<file path="config.mk">
export PLATFORM = sky130hd
export DESIGN_NAME = ram_arbiter_flat
export DESIGN_NICKNAME = d
export VERILOG_FILES = /design/src/rtl/ram_arb_pkg.sv /design/src/rtl/ram_arbiter_if.sv /design/src/rtl/ram_arbiter.sv /design/src/flat_wrapper.sv
export SDC_FILE = /design/constraint.sdc
export NUM_CORES = 1
export LEC_CHECK = 0
export ABC_AREA = 1
export CELL_PAD_IN_SITES_DETAIL_PLACEMENT = 2
export CELL_PAD_IN_SITES_GLOBAL_PLACEMENT = 2
export CORE_ASPECT_RATIO = 2
export CORE_MARGIN = 2
export CORE_UTILIZATION = 35
export CTS_BUF_LIST = sky130_fd_sc_hd__clkbuf_4 sky130_fd_sc_hd__clkbuf_8
export CTS_CLUSTER_SIZE = 16
export DETAILED_ROUTE_END_ITERATION = 8
export DONT_BUFFER_PORTS = 1
export GPL_ROUTABILITY_DRIVEN = 1
export PLACE_DENSITY = 0.88
export SYNTH_ARGS = -nofsm -noshare
export SYNTH_HDL_FRONTEND = slang
export SYNTH_SLANG_ARGS = --single-unit
</file>
<file path="constraint.sdc">
create_clock -name clk -period 2.8 [get_ports clk]
set_input_delay 0.56 -clock clk [delete_from_list [all_inputs] [get_ports clk]]
set_output_delay 0.56 -clock clk [all_outputs]
set_load 0.03 [all_outputs]
</file>
<file path="src/rtl/ram_arb_pkg.sv">
// Shared types and default widths for the PSRAM arbiter between the DCJ11 CPU
// port and the Apple II host port.
package ram_arb_pkg;

    localparam int DEF_ADDR_W = 22;
    localparam int DEF_DATA_W = 16;

    typedef enum logic [1:0] {
        IDLE,
        ISSUE,
        WAIT,
        DONE
    } state_t;

    typedef enum logic {
        OWN_CPU,
        OWN_HOST
    } owner_t;

endpackage

</file>
<file path="src/rtl/ram_arbiter_if.sv">
// Bundle of the CPU, HOST and PSRAM-controller handshakes seen by ram_arbiter.
// slave is the arbiter's view; master is the view of the surrounding logic.
interface ram_arbiter_if
    import ram_arb_pkg::*;
#(
    parameter int ADDR_W = DEF_ADDR_W,
    parameter int DATA_W = DEF_DATA_W
);

    logic              cpu_req;
    logic              cpu_we;
    logic              cpu_byte;
    logic [ADDR_W-1:0] cpu_addr;
    logic [DATA_W-1:0] cpu_wdata;
    logic [DATA_W-1:0] cpu_rdata;
    logic              cpu_done;
    logic              cpu_err;

    logic              host_req;
    logic              host_we;
    logic              host_byte;
    logic [ADDR_W-1:0] host_addr;
    logic [DATA_W-1:0] host_wdata;
    logic [DATA_W-1:0] host_rdata;
    logic              host_done;
    logic              host_err;

    logic              ram_read;
    logic              ram_write;
    logic              ram_byte;
    logic [ADDR_W-1:0] ram_addr;
    logic [DATA_W-1:0] ram_wdata;
    logic [DATA_W-1:0] ram_rdata;
    logic              ram_done;
    logic              ram_busy;

    modport slave (
        input  cpu_req, cpu_we, cpu_byte, cpu_addr, cpu_wdata,
        output cpu_rdata, cpu_done, cpu_err,
        input  host_req, host_we, host_byte, host_addr, host_wdata,
        output host_rdata, host_done, host_err,
        output ram_read, ram_write, ram_byte, ram_addr, ram_wdata,
        input  ram_rdata, ram_done, ram_busy
    );

    modport master (
        output cpu_req, cpu_we, cpu_byte, cpu_addr, cpu_wdata,
        input  cpu_rdata, cpu_done, cpu_err,
        output host_req, host_we, host_byte, host_addr, host_wdata,
        input  host_rdata, host_done, host_err,
        input  ram_read, ram_write, ram_byte, ram_addr, ram_wdata,
        output ram_rdata, ram_done, ram_busy
    );

endinterface

</file>
<file path="src/rtl/ram_arbiter.sv">
// Serialises CPU and HOST transactions onto the single PSRAM controller.
// CPU has fixed priority; an aging counter forces a starved host to win.
module ram_arbiter
    import ram_arb_pkg::*;
#(
    parameter int ADDR_W        = DEF_ADDR_W,
    parameter int DATA_W        = DEF_DATA_W,
    parameter int HOST_MAX_WAIT = 8,
    parameter int TIMEOUT       = 255
) (
    input  logic         clk,
    input  logic         rst_n,
    ram_arbiter_if.slave bus
);

    localparam int AGE_W = $clog2(HOST_MAX_WAIT + 1);
    localparam int TMO_W = $clog2(TIMEOUT + 1);
    localparam logic [AGE_W-1:0] AGE_MAX = AGE_W'(HOST_MAX_WAIT);
    localparam logic [TMO_W-1:0] TMO_MAX = TMO_W'(TIMEOUT);

    state_t            state_reg;
    owner_t            owner_reg;
    logic              we_reg;
    logic [AGE_W-1:0]  host_age_reg;
    logic [TMO_W-1:0]  tmo_cnt_reg;
    logic [TMO_W-1:0]  tmo_cnt_next;

    logic              arb_go;
    logic              age_full;
    logic              host_wins;
    logic              tmo_hit;
    logic              win_we;
    logic              win_byte;
    logic [ADDR_W-1:0] win_addr;
    logic [DATA_W-1:0] win_wdata;

    // Arbitration only happens from IDLE, so the port that just finished in
    // DONE can never be re-granted before it has had a cycle to drop req.
    assign arb_go    = (state_reg == IDLE) && (bus.cpu_req || bus.host_req) && !bus.ram_busy;
    assign age_full  = (host_age_reg >= AGE_MAX);
    assign host_wins = bus.host_req && (!bus.cpu_req || age_full);

    assign win_we    = host_wins ? bus.host_we    : bus.cpu_we;
    assign win_byte  = host_wins ? bus.host_byte  : bus.cpu_byte;
    assign win_addr  = host_wins ? bus.host_addr  : bus.cpu_addr;
    assign win_wdata = host_wins ? bus.host_wdata : bus.cpu_wdata;

    assign tmo_cnt_next = tmo_cnt_reg + TMO_W'(1);
    assign tmo_hit      = (tmo_cnt_next == TMO_MAX);

    always_ff @(posedge clk or negedge rst_n) begin
        if (!rst_n) begin
            host_age_reg <= '0;
        end else if (!bus.host_req) begin
            host_age_reg <= '0;
        end else if (arb_go) begin
            if (host_wins)
                host_age_reg <= '0;
            else if (!age_full)
                host_age_reg <= host_age_reg + AGE_W'(1);
        end
    end

    always_ff @(posedge clk or negedge rst_n) begin
        if (!rst_n) begin
            state_reg      <= IDLE;
            owner_reg      <= OWN_CPU;
            we_reg         <= 1'b0;
            tmo_cnt_reg    <= '0;
            bus.ram_read   <= 1'b0;
            bus.ram_write  <= 1'b0;
            bus.ram_byte   <= 1'b0;
            bus.ram_addr   <= '0;
            bus.ram_wdata  <= '0;
            bus.cpu_rdata  <= '0;
            bus.cpu_done   <= 1'b0;
            bus.cpu_err    <= 1'b0;
            bus.host_rdata <= '0;
            bus.host_done  <= 1'b0;
            bus.host_err   <= 1'b0;
        end else begin
            case (state_reg)
                IDLE: begin
                    if (arb_go) begin
                        owner_reg     <= host_wins ? OWN_HOST : OWN_CPU;
                        we_reg        <= win_we;
                        bus.ram_addr  <= win_addr;
                        bus.ram_wdata <= win_wdata;
                        // Command is registered here so it is visible for exactly the ISSUE cycle.
                        bus.ram_read  <= !win_we;
                        bus.ram_write <= win_we;
                        bus.ram_byte  <= win_we & win_byte;
                        state_reg     <= ISSUE;
                    end
                end
                ISSUE: begin
                    bus.ram_read  <= 1'b0;
                    bus.ram_write <= 1'b0;
                    bus.ram_byte  <= 1'b0;
                    tmo_cnt_reg   <= '0;
                    state_reg     <= WAIT;
                end
                WAIT: begin
                    // A completion arriving on the timeout cycle still counts as success.
                    if (bus.ram_done || tmo_hit) begin
                        state_reg <= DONE;
                        if (owner_reg == OWN_CPU) begin
                            bus.cpu_done <= 1'b1;
                            bus.cpu_err  <= !bus.ram_done;
                            if (bus.ram_done && !we_reg)
                                bus.cpu_rdata <= bus.ram_rdata;
                        end else begin
                            bus.host_done <= 1'b1;
                            bus.host_err  <= !bus.ram_done;
                            if (bus.ram_done && !we_reg)
                                bus.host_rdata <= bus.ram_rdata;
                        end
                    end else begin
                        tmo_cnt_reg <= tmo_cnt_next;
                    end
                end
                DONE: begin
                    bus.cpu_done  <= 1'b0;
                    bus.cpu_err   <= 1'b0;
                    bus.host_done <= 1'b0;
                    bus.host_err  <= 1'b0;
                    state_reg     <= IDLE;
                end
                default: state_reg <= IDLE;
            endcase
        end
    end

endmodule

</file>
<file path="src/flat_wrapper.sv">
// flat-port wrapper written by rule: the top's interface ports become plain ports
module ram_arbiter_flat import ram_arb_pkg::*;
#(
    parameter int ADDR_W        = DEF_ADDR_W,
    parameter int DATA_W        = DEF_DATA_W,
    parameter int HOST_MAX_WAIT = 8,
    parameter int TIMEOUT       = 255
)
  (clk, rst_n, bus_cpu_req, bus_cpu_we, bus_cpu_byte, bus_cpu_addr, bus_cpu_wdata, bus_cpu_rdata, bus_cpu_done, bus_cpu_err, bus_host_req, bus_host_we, bus_host_byte, bus_host_addr, bus_host_wdata, bus_host_rdata, bus_host_done, bus_host_err, bus_ram_read, bus_ram_write, bus_ram_byte, bus_ram_addr, bus_ram_wdata, bus_ram_rdata, bus_ram_done, bus_ram_busy);
  ram_arbiter_if #(.ADDR_W(ADDR_W), .DATA_W(DATA_W)) bus_i ();
  input  logic clk;
  input  logic rst_n;
  input wire logic [$bits(bus_i.cpu_req)-1:0] bus_cpu_req;
  input wire logic [$bits(bus_i.cpu_we)-1:0] bus_cpu_we;
  input wire logic [$bits(bus_i.cpu_byte)-1:0] bus_cpu_byte;
  input wire logic [$bits(bus_i.cpu_addr)-1:0] bus_cpu_addr;
  input wire logic [$bits(bus_i.cpu_wdata)-1:0] bus_cpu_wdata;
  output wire logic [$bits(bus_i.cpu_rdata)-1:0] bus_cpu_rdata;
  output wire logic [$bits(bus_i.cpu_done)-1:0] bus_cpu_done;
  output wire logic [$bits(bus_i.cpu_err)-1:0] bus_cpu_err;
  input wire logic [$bits(bus_i.host_req)-1:0] bus_host_req;
  input wire logic [$bits(bus_i.host_we)-1:0] bus_host_we;
  input wire logic [$bits(bus_i.host_byte)-1:0] bus_host_byte;
  input wire logic [$bits(bus_i.host_addr)-1:0] bus_host_addr;
  input wire logic [$bits(bus_i.host_wdata)-1:0] bus_host_wdata;
  output wire logic [$bits(bus_i.host_rdata)-1:0] bus_host_rdata;
  output wire logic [$bits(bus_i.host_done)-1:0] bus_host_done;
  output wire logic [$bits(bus_i.host_err)-1:0] bus_host_err;
  output wire logic [$bits(bus_i.ram_read)-1:0] bus_ram_read;
  output wire logic [$bits(bus_i.ram_write)-1:0] bus_ram_write;
  output wire logic [$bits(bus_i.ram_byte)-1:0] bus_ram_byte;
  output wire logic [$bits(bus_i.ram_addr)-1:0] bus_ram_addr;
  output wire logic [$bits(bus_i.ram_wdata)-1:0] bus_ram_wdata;
  input wire logic [$bits(bus_i.ram_rdata)-1:0] bus_ram_rdata;
  input wire logic [$bits(bus_i.ram_done)-1:0] bus_ram_done;
  input wire logic [$bits(bus_i.ram_busy)-1:0] bus_ram_busy;
  assign bus_i.cpu_req = bus_cpu_req;
  assign bus_i.cpu_we = bus_cpu_we;
  assign bus_i.cpu_byte = bus_cpu_byte;
  assign bus_i.cpu_addr = bus_cpu_addr;
  assign bus_i.cpu_wdata = bus_cpu_wdata;
  assign bus_cpu_rdata = bus_i.cpu_rdata;
  assign bus_cpu_done = bus_i.cpu_done;
  assign bus_cpu_err = bus_i.cpu_err;
  assign bus_i.host_req = bus_host_req;
  assign bus_i.host_we = bus_host_we;
  assign bus_i.host_byte = bus_host_byte;
  assign bus_i.host_addr = bus_host_addr;
  assign bus_i.host_wdata = bus_host_wdata;
  assign bus_host_rdata = bus_i.host_rdata;
  assign bus_host_done = bus_i.host_done;
  assign bus_host_err = bus_i.host_err;
  assign bus_ram_read = bus_i.ram_read;
  assign bus_ram_write = bus_i.ram_write;
  assign bus_ram_byte = bus_i.ram_byte;
  assign bus_ram_addr = bus_i.ram_addr;
  assign bus_ram_wdata = bus_i.ram_wdata;
  assign bus_i.ram_rdata = bus_ram_rdata;
  assign bus_i.ram_done = bus_ram_done;
  assign bus_i.ram_busy = bus_ram_busy;
  ram_arbiter #(.ADDR_W(ADDR_W), .DATA_W(DATA_W), .HOST_MAX_WAIT(HOST_MAX_WAIT), .TIMEOUT(TIMEOUT)) u_core (.clk(clk), .rst_n(rst_n), .bus(bus_i));
endmodule
</file>
Yosys cells after proc, flatten, opt, wreduce, memory -nomap -nowiden
Cells that the tools add are included.
Word-level totals
  register bits: 93
Cells by class
  add/subtract/negate cells: 2
  order comparisons: 1
  equal/unequal tests: 11
  mux-type cells: 32
  bitwise logic cells: 2
  reduce and logical (&&, ||, !) cells: 25
Operator list (number)
  $mux W22: 1
  $mux W16: 1
  $mux W4: 4
  $pmux W8 S2: 1
  $mux W1: 14
  $pmux W1 S2: 7
  $reduce_and A2 Y1: 5
  $add A8 B1 Y8 const B: 1
  $eq A8 B8 Y1 const B: 1
  $mux W8: 1
  $ne A2 B1 Y1 const B: 4
  $pmux W2 S4: 1
  $reduce_and A4 Y1: 2
  $reduce_and A3 Y1: 2
  $reduce_bool A2 Y1: 3
  $logic_not A1 Y1: 5
  $add A4 B1 Y4 const B: 1
  $eq A2 B2 Y1 const B: 2
  $ge A4 B4 Y1 const B: 1
  $logic_and A1 B1 Y1: 4
  $mux W2: 2
  $ne A2 B2 Y1 const B: 2
  $logic_or A1 B1 Y1: 3
  $ne A3 B3 Y1 const B: 1
  other kinds (4): 4

Depth between registers and ports, before layout
Gate-level depths: netlist (run 1).
  depth in word-level cells: 7
  mapped depth: 12
  mapped depth without buffers: 12

Worst setup path after synthesis (run 1)
OpenSTA, ideal clock, no wires.
  kind: register to register
  start point: register u_core.state_reg[0]
  end point: register u_core.bus.ram_addr[13]
  library setup time: 0.083 ns
  arrival time: 1.527 ns
  data required time: 2.717 ns
  path slack: 1.190 ns
  stages on the path, launching flop included: 8
  period minus slack after synthesis: 1.610 ns
  cell sequence: dfrtp_1 > inv_1 > ha_1 > nand2_1 > nor2_1 > clkbuf_1 > o21ai_0 > o21ai_0
Between the ends
  longest elaborated chain between the ends: 4
Ends and longest elaborated chain
  start: declaration: RTL line ram_arbiter.sv:21  | state_t state_reg;
  start signal: assignment: RTL line ram_arbiter.sv:66  | state_reg <= IDLE;
  start signal: assignment: RTL line ram_arbiter.sv:93  | state_reg <= ISSUE;
  start signal: assignment: RTL line ram_arbiter.sv:101  | state_reg <= WAIT;
  $logic_not A2 Y1 *: RTL line ram_arbiter.sv:39, ram_arbiter.sv:82
  $logic_and A1 B1 Y1 (2 in series): RTL line ram_arbiter.sv:39  | assign arb_go = (state_reg == IDLE) && (bus.cpu_req || bus.host_req) && !bus.ram_busy;
  $reduce_and A2 Y1 (no line) *
  end signal: assignment: RTL line ram_arbiter.sv:87  | bus.ram_addr <= win_addr;
  end: declaration: RTL line ram_arbiter_if.sv:42  | output ram_read, ram_write, ram_byte, ram_addr, ram_wdata,
Every way passes the cells marked *; elsewhere a longest branch is shown, timed or not.
A chain may end at the register's enable or synchronous reset.

Final worst setup path (run 1)
  start point: register u_core.tmo_cnt_reg[0]
  end point: register u_core.state_reg[1]
Between the ends
  longest elaborated chain between the ends: 5
Ends and longest elaborated chain
  start: declaration: RTL line ram_arbiter.sv:25  | logic [TMO_W-1:0] tmo_cnt_reg;
  start signal: assignment: RTL line ram_arbiter.sv:119  | tmo_cnt_reg <= tmo_cnt_next;
  $add A8 B1 Y8: RTL line ram_arbiter.sv:48  | assign tmo_cnt_next = tmo_cnt_reg + TMO_W'(1);
  $eq A8 B8 Y1: RTL line ram_arbiter.sv:49  | assign tmo_hit = (tmo_cnt_next == TMO_MAX);
  $logic_or A1 B1 Y1: RTL line ram_arbiter.sv:105  | if (bus.ram_done || tmo_hit) begin
  $ne A2 B1 Y1 (no line)
  $reduce_and A2 Y1 (no line)
  end signal: assignment: RTL line ram_arbiter.sv:66
  end signal: assignment: RTL line ram_arbiter.sv:101
  end signal: assignment: RTL line ram_arbiter.sv:106  | state_reg <= DONE;
No other way between the ends.

==> impl_results.md, run 1 <==
- Die height: 159 um
- Largest net degree at the start of global routing: 94
- Crit-path max cell delay: 0.48 ns
- DRT Wirelength: 12600 um
- Final setup viols: 0
- Met2 WL: 7180 um
- Wire per inst: 19.5 um
- Dpl cells: 629
- Top reg by flops: u_core.bus.ram_addr
- Crit end category: flop
- Routability cong.: 0.781
- Post-route cell area: 4560 um^2
- Antenna diode count: 0
- Gr usage total: 20.0%
- Post-route minimum period: 2.02 ns
- Met1 WL: 4260 um
- Yosys reg bits: 93
- Top Layer Used: met4
- Maxcap violations: 0
- Adder-Cell Fraction of Synth Area: 2.67%
- Dpl ws: 0.812 ns
- Worst-path clk slew: 0.11 ns
- Synth Area in Simple Gates: 21.0%
- Buffers & Inverters on Critical Path: 0
- DR WL met3: 869 um
- Setup crit start kind: flop
- Post-Layout Cell Count: 646
- Portion of netlist area occupied by mux cells: 0.237%
- Die Wd: 81.6 um
- Row cnt: 56
- Slew Limit Fails: 0
- Post-Syn Instances: 502
- Initial drt markers: 135
- Period utilization: 72.0%
- H-tree depth: 3
- TritonCTS Buffers: 9
- Area after DPL: 4330 um^2
- Via Count: 3482
- Lkg Pwr: 2.19 nW
- TNS Setup: 0 ns
- Final Worst Setup Slack: 0.784 ns
- # DRC: 0
- Core Area: 11800 um^2
- Actual slew at the worst max-slew pin: 0.870 ns
- Synth cell types: 28
- Io pins: 179
- Complex-gate fraction of the synthesized area: 14.6%
- Max reg flops: 22
- Xor and xnor area share after synthesis: 0.415%
- Antenna violation net count after detailed routing: 0
- CTS root buf: clkbuf_8
- Total congestion overflow: 0
- Initial Util: 35.8%
- Die area: 13000 um^2
- VDD IR max: 0.449 mV
- Fraction of layout cells with a size suffix above 1: 6.39%
- Avg Inst Size Synth: 8.40 um^2
- Post-cts resize count: 0
- CTS max path bufs: 2
- CP Cell Sequence: ha_1 > nand3_1 > o21bai_1 > nand2_1 > nor2_2 > nand2_4 > nand2_8 > nand2_1 > nand2_1 > nand2_1
- Largest family of logic cells by synthesized area: simple AND/OR/NAND/NOR gates
- Net count, final: 607
- Drt pass-1 iters: 4
- Global-route wire length before repair: 20100 um
- Area Growth Syn to Fin: 8.19%
- RSZ-0062 raised after global routing: no
- Top cell by count, worst path: nand2_1
- DP Wirelength: 9370 um
- Clk_skew: 0.0203 ns
- Initial antenna violation count: 0
- Syn nets: 613
- Post-synthesis sequential area ratio: 55.2%
- Max Freq: 0.496 GHz
- Hold crit path type: in2async
- Post-synthesis cell area: 4220 um^2
- Final Hold Fails: 0
- Crit-path slowest cell: dfrtp_1
- Worst endpoint required time: 3.06 ns
- Pwr/cell area: 1190 nW/um^2
- Critical path fanouts, max: 17
- Via-to-Cell Ratio: 5.39
- FILL cells: 1334
- CP delay by family, top: simple AND/OR/NAND/NOR gates
- Port buffer count: 0
- CTS tree: built
- Clk_lat worst skew: 0.37 ns
- Yosys warns: 0
- Outcome: completed
- Vias in the first global route: 3935
- Critical path type: reg2reg
- Worst Path Arrival: 2.28 ns
- Total clock sinks: 93
- Slew margin rel.: 41.9%
==> what timing repair did <==
action                    in CTS  in global routing
setup buffers                  0                  0
hold endpoints to repair      93                  0
hold buffers                   1                  0
==> routing by layer <==
| layer | GRT usage (%) | vias up |
|---|---|---|
| li1 | - | 1611 |
| met1 | 19.9 | 1717 |
| met2 | 37.9 | 134 |
| met3 | 5.16 | 20 |
| met4 | 7.50 | 0 |
| met5 | 0 | - |
==> cell families (layout without fill, tap and decap cells) <==
family	count (synthesis)	count (layout)
adders and majority gates	9	9
buffers and inverters	62	61
and+or+nand+nor	214	214
xor gates and xnor gates	2	2
AOI/OAI and AO/OA	121	121
DFF	93	93
muxes	1	1
==> metrics by stage <==
stage	power [W]	util (%)	hold WS, ns
finish	0.00544	38.8	0.0986
global route	0.00584	38.8	0.105
CTS	0.00555	38.8	0.112
detailed placement	0.00460	36.8	0.267
global placement	0.00443	36.8	0.267
floorplan	0.00412	-	0.264
==> placed cells by master, fill, tap and decap left out, types with 5 or more instances in the layout <==
master / instances
clkbuf_8: 9
ha_1: 9
nand4_1: 5
o21ai_1: 15
inv_1: 37
buf_4: 5
nor2_1: 47
dfrtp_1: 93
nor2_2: 5
nand2_1: 130
nand3_1: 22
o21ai_0: 99
==> cell type report <==
type	instances	area (um^2)	share of cell area [%]
tap	145	181	3.98
timing repair buffer	6	65.1	1.43
sequential	93	2330	51.0
clock buffer	9	124	2.72
clock inverter	7	76.3	1.67
multi-input combinational	347	1640	36.0
inverter	39	146	3.21
==> final timing paths <==
check	end	from	cells past startpoint	slack, ns
min	u_core.bus.host_rdata[7]	rst_n	1	0.1
max in group asynchronous	u_core.host_age_reg[0]	rst_n	1	2.32
min reg2reg	u_core.tmo_cnt_reg[7]	u_core.tmo_cnt_reg[7]	2	0.57
max	u_core.state_reg[1]	u_core.tmo_cnt_reg[0]	10	0.78
min in group clk	u_core.host_age_reg[2]	bus_host_req	2	0.33
max reg2reg	u_core.state_reg[1]	u_core.tmo_cnt_reg[0]	10	0.78
==> synthesized netlist by cell type, drive strengths merged <==
cell / number / area share (%)
dfrtp: 93 / 55
nor3: 1 / 0.12
xor2: 1 / 0.21
ha: 9 / 2.7
inv: 39 / 3.5
nand4: 5 / 0.74
or2: 1 / 0.15
o21bai: 1 / 0.18
nand3b: 1 / 0.18
buf: 3 / 0.68
o22ai: 2 / 0.30
clkbuf: 20 / 1.8
a211oi: 1 / 0.18
xnor2: 1 / 0.21
nor2: 52 / 4.9
nand2: 132 / 12
o21ai: 114 / 14
a31oi: 1 / 0.15
mux2i: 1 / 0.24
nand3: 22 / 2.6
a21oi: 2 / 0.24
==> power by group <==
| part | total, W | leakage [nW] | internal (W) | switching (W) |
|---|---|---|---|---|
| Clock | 0.000897 | 0.102 | 0.000354 | 0.000543 |
| Combinational | 0.00113 | 0.902 | 0.000405 | 0.000728 |
| Sequential | 0.00341 | 1.19 | 0.00189 | 0.00152 |
No activity file was read; power rests on OpenSTA's default activity.
==> run 2, diff against run 1 <==
- clock period: 2.8 -> 1.9 ns (I/O delays scaled with it)
==> impl_results.md, run 2 (synthesized netlist as in run 1, its figures left out) <==
- Hold crit path type: in2async (unchanged)
- Most common cell after layout, fill and taps aside: nand2_1 (unchanged)
- Post-route cell area: 4740 um^2 (was 4560 um^2)
- VDD IR max: 0.781 mV (was 0.449 mV)
- Top reg by flops: u_core.bus.ram_addr (unchanged)
- Net count, final: 622 (was 607)
- Global-route wire length before repair: 20000 um (was 20100 um)
- Lkg Pwr: 2.27 nW (was 2.19 nW)
- Maxcap violations: 0 (unchanged)
- Worst endpoint required time: 2.15 ns (was 3.06 ns)
- Failing checks: hold timing
- Die area: 13000 um^2 (unchanged)
- Period utilization: 91.9% (was 72.0%)
- Wire per inst: 19.5 um (about the same)
- H-tree depth: 3 (unchanged)
- Clock power frac: 17.4% (was 16.5%)
- Register area: 2330 um^2 (about the same)
- Max reg flops: 22 (unchanged)
- Area Growth Syn to Fin: 12.5% (was 8.19%)
- Total clock sinks: 93 (unchanged)
- Die Wd: 81.6 um (unchanged)
- Via-to-Cell Ratio: 5.31 (was 5.39)
- Io pins: 179 (unchanged)
- CP Cell Sequence: ha_2 > nand3_4 > nor2_1 > nand2_1 > nand2_1 > nor2_2 > nand2_4 > nand2_8 > nand2_1 > nand2_1 > nand2_1 (was ha_1 > nand3_1 > o21bai_1 > nand2_1 > nor2_2 > nand2_4 > nand2_8 > nand2_1 > nand2_1 > nand2_1)
- Pwr/cell area: 1740 nW/um^2 (was 1190 nW/um^2)
- Buffers & Inverters on Critical Path: 0 (unchanged)
- Switching Fraction: 49.6% (was 51.3%)
- Critical path fanouts, max: 9 (was 17)
- Critical path type: reg2reg (unchanged)
- Actual slew at the worst max-slew pin: 0.411 ns (was 0.870 ns)
- Net switching power: 0.00409 W (was 0.00279 W)
- Area of the multi-input gates: 1690 um^2 (was 1640 um^2)
- Routability cong.: 0.779 (was 0.781)
- Slew Limit Fails: 0 (unchanged)
- Fraction of layout cells with a size suffix above 1: 9.88% (was 6.39%)
- Final Worst Setup Slack: 0.153 ns (was 0.784 ns)
- CTS max path bufs: 2 (unchanged)
- Dpl ws: -0.110 ns (was 0.812 ns)
- Initial drt markers: 64 (was 135)
- CP delay by family, top: simple AND/OR/NAND/NOR gates (unchanged)
- Clk_skew: 0.0130 ns (was 0.0203 ns)
- TritonCTS Buffers: 9 (unchanged)
- Via Count: 3513 (was 3482)
- Final Hold Fails: 93 (was 0)
- Crit-path max cell delay: 0.45 ns (was 0.48 ns)
- CTS root buf: clkbuf_8 (unchanged)
- DP Wirelength: 9610 um (was 9370 um)
- Post-route minimum period: 1.75 ns (was 2.02 ns)
- Top cell by count, worst path: nand2_1 (unchanged)
- DRT Wirelength: 12900 um (was 12600 um)
- Vias in the first global route: 3950 (was 3935)
- Hold slack: -0.288 ns (was 0.0986 ns)
- Max Freq: 0.572 GHz (was 0.496 GHz)
- Reg power frac: 61.0% (was 62.7%)
- Drt pass-1 iters: 4 (unchanged)
- Setup crit start kind: flop (unchanged)
- Antenna violation net count after detailed routing: 0 (unchanged)
- Gr usage total: 19.8% (was 20.0%)
- Worst-path clk slew: 0.09 ns (was 0.11 ns)
- Crit end category: flop (unchanged)
- Internal Power: 0.00415 W (was 0.00265 W)
- Area after DPL: 4400 um^2 (was 4330 um^2)
- Row cnt: 56 (unchanged)
- Final setup viols: 0 (unchanged)
- CTS tree: built (unchanged)
- Crit-path slowest cell: dfrtp_2 (was dfrtp_1)
- Clk_lat worst skew: 0.36 ns (was 0.37 ns)
- Initial antenna violation count: 1 (was 0)
- Total power: 0.00824 W (was 0.00544 W)
- Die height: 159 um (unchanged)
- # DRC: 0 (unchanged)
- Part of the power in combinational logic: 21.7% (was 20.8%)
- Core Area: 11800 um^2 (unchanged)
- FILL cells: 1327 (was 1334)
- Slew margin rel.: 72.4% (was 41.9%)
- Port buffer count: 0 (unchanged)
- Crit path from: u_core.tmo_cnt_reg[0] (unchanged)
- Total congestion overflow: 0 (unchanged)
- Most frequent cells in the layout: nand2_1 (130), o21ai_0 (99), dfrtp_1 (92), nor2_1 (47), inv_1 (37) (was nand2_1 (130), o21ai_0 (99), dfrtp_1 (93), nor2_1 (47), inv_1 (37))
- Initial Util: 35.8% (unchanged)
- RR Startpoint: u_core.tmo_cnt_reg[0] (unchanged)
- Worst Path Arrival: 1.99 ns (was 2.28 ns)
- Largest net degree at the start of global routing: 94 (unchanged)
- Outcome: finished, violations left (was completed)
-- run 2: changes by cell type in the layout (fill, tap and decap cells not counted), moves of 2 or more --
cell / before / now
buf_4: 5 / 18
nor2_2: 5 / 2
nor2_4: 0 / 3
buf_12: 0 / 2
clkinv_4: 3 / 1
-- run 2: final timing paths --
kind	to	slack [ns]	cells past startpoint
setup / recovery	u_core.bus.cpu_err	0.15	11
hold / removal	u_core.tmo_cnt_reg[7]	-0.29	0
setup reg to reg	u_core.bus.cpu_err	0.15	11
hold reg to reg	u_core.tmo_cnt_reg[7]	0.56	2
max in group asynchronous	u_core.bus.host_rdata[15]	2.02	0
min in group clk	u_core.host_age_reg[2]	0.17	2
-- run 2: final cells by class --
type                            count  share of cell area [%]
Sequential cell                    93                    49.1
Multi-Input combinational cell    348                    35.7
Tap cell                          145                    3.82
Timing Repair Buffer               20                    3.69
Inverter                           39                    3.09
Clock buffer                       10                    2.90
Clock inverter                      6                    1.64
Antenna cell                        1                  0.0528
-- run 2: worst register-to-register path: cells and delay by family (launching register included) --
family	cells	cell delay, ns
and+or+nand+nor	10	0.95
DFF	1	0.45
adders and majority gates	1	0.23
-- run 2: routing by layer --
layer | part of all wire (%) | global-route usage, %
met1 | 34 | 20.7
met4 | 1.8 | 5.45
met3 | 6.9 | 5.84
met2 | 57 | 37.0
met5 | 0 | 0
-- run 2: repair_timing --
item / CTS / global route
resized for setup: 3 / 6
pin swaps: 1 / 3
hold endpoints to repair: 93 / 93
setup endpoints to repair: 12 / 54
setup buffers: 1 / 8
gates cloned: 0 / 1
-- run 2: power by group through the flow --
stage                     Sequential (W)  Clock (W)  Combinational, W
after floorplan                  0.00481          0           0.00126
after global placement           0.00505          0           0.00151
after detailed placement         0.00510          0           0.00173
after CTS                        0.00506    0.00148           0.00176
after global routing             0.00516    0.00156           0.00211
final                            0.00503    0.00143           0.00179
-- run 2: stage by stage --
| step | TNS, ns | std cells | utilization [%] |
|---|---|---|---|
| final | 0 | 662 | 40.3 |
| after global routing | -0.00320 | 662 | 40.3 |
| after detailed placement | -0.603 | 635 | 37.4 |
| after floorplan | 0 | 502 | - |
| after CTS | 0 | 652 | 39.4 |
| after global placement | 0 | 635 | 37.4 |
==> run 3, diff against run 2 <==
- SLEW_MARGIN: not set -> 20
==> results of run 3 <==
Same layout as run 2: the final DEF is identical, and so are final timing and power.
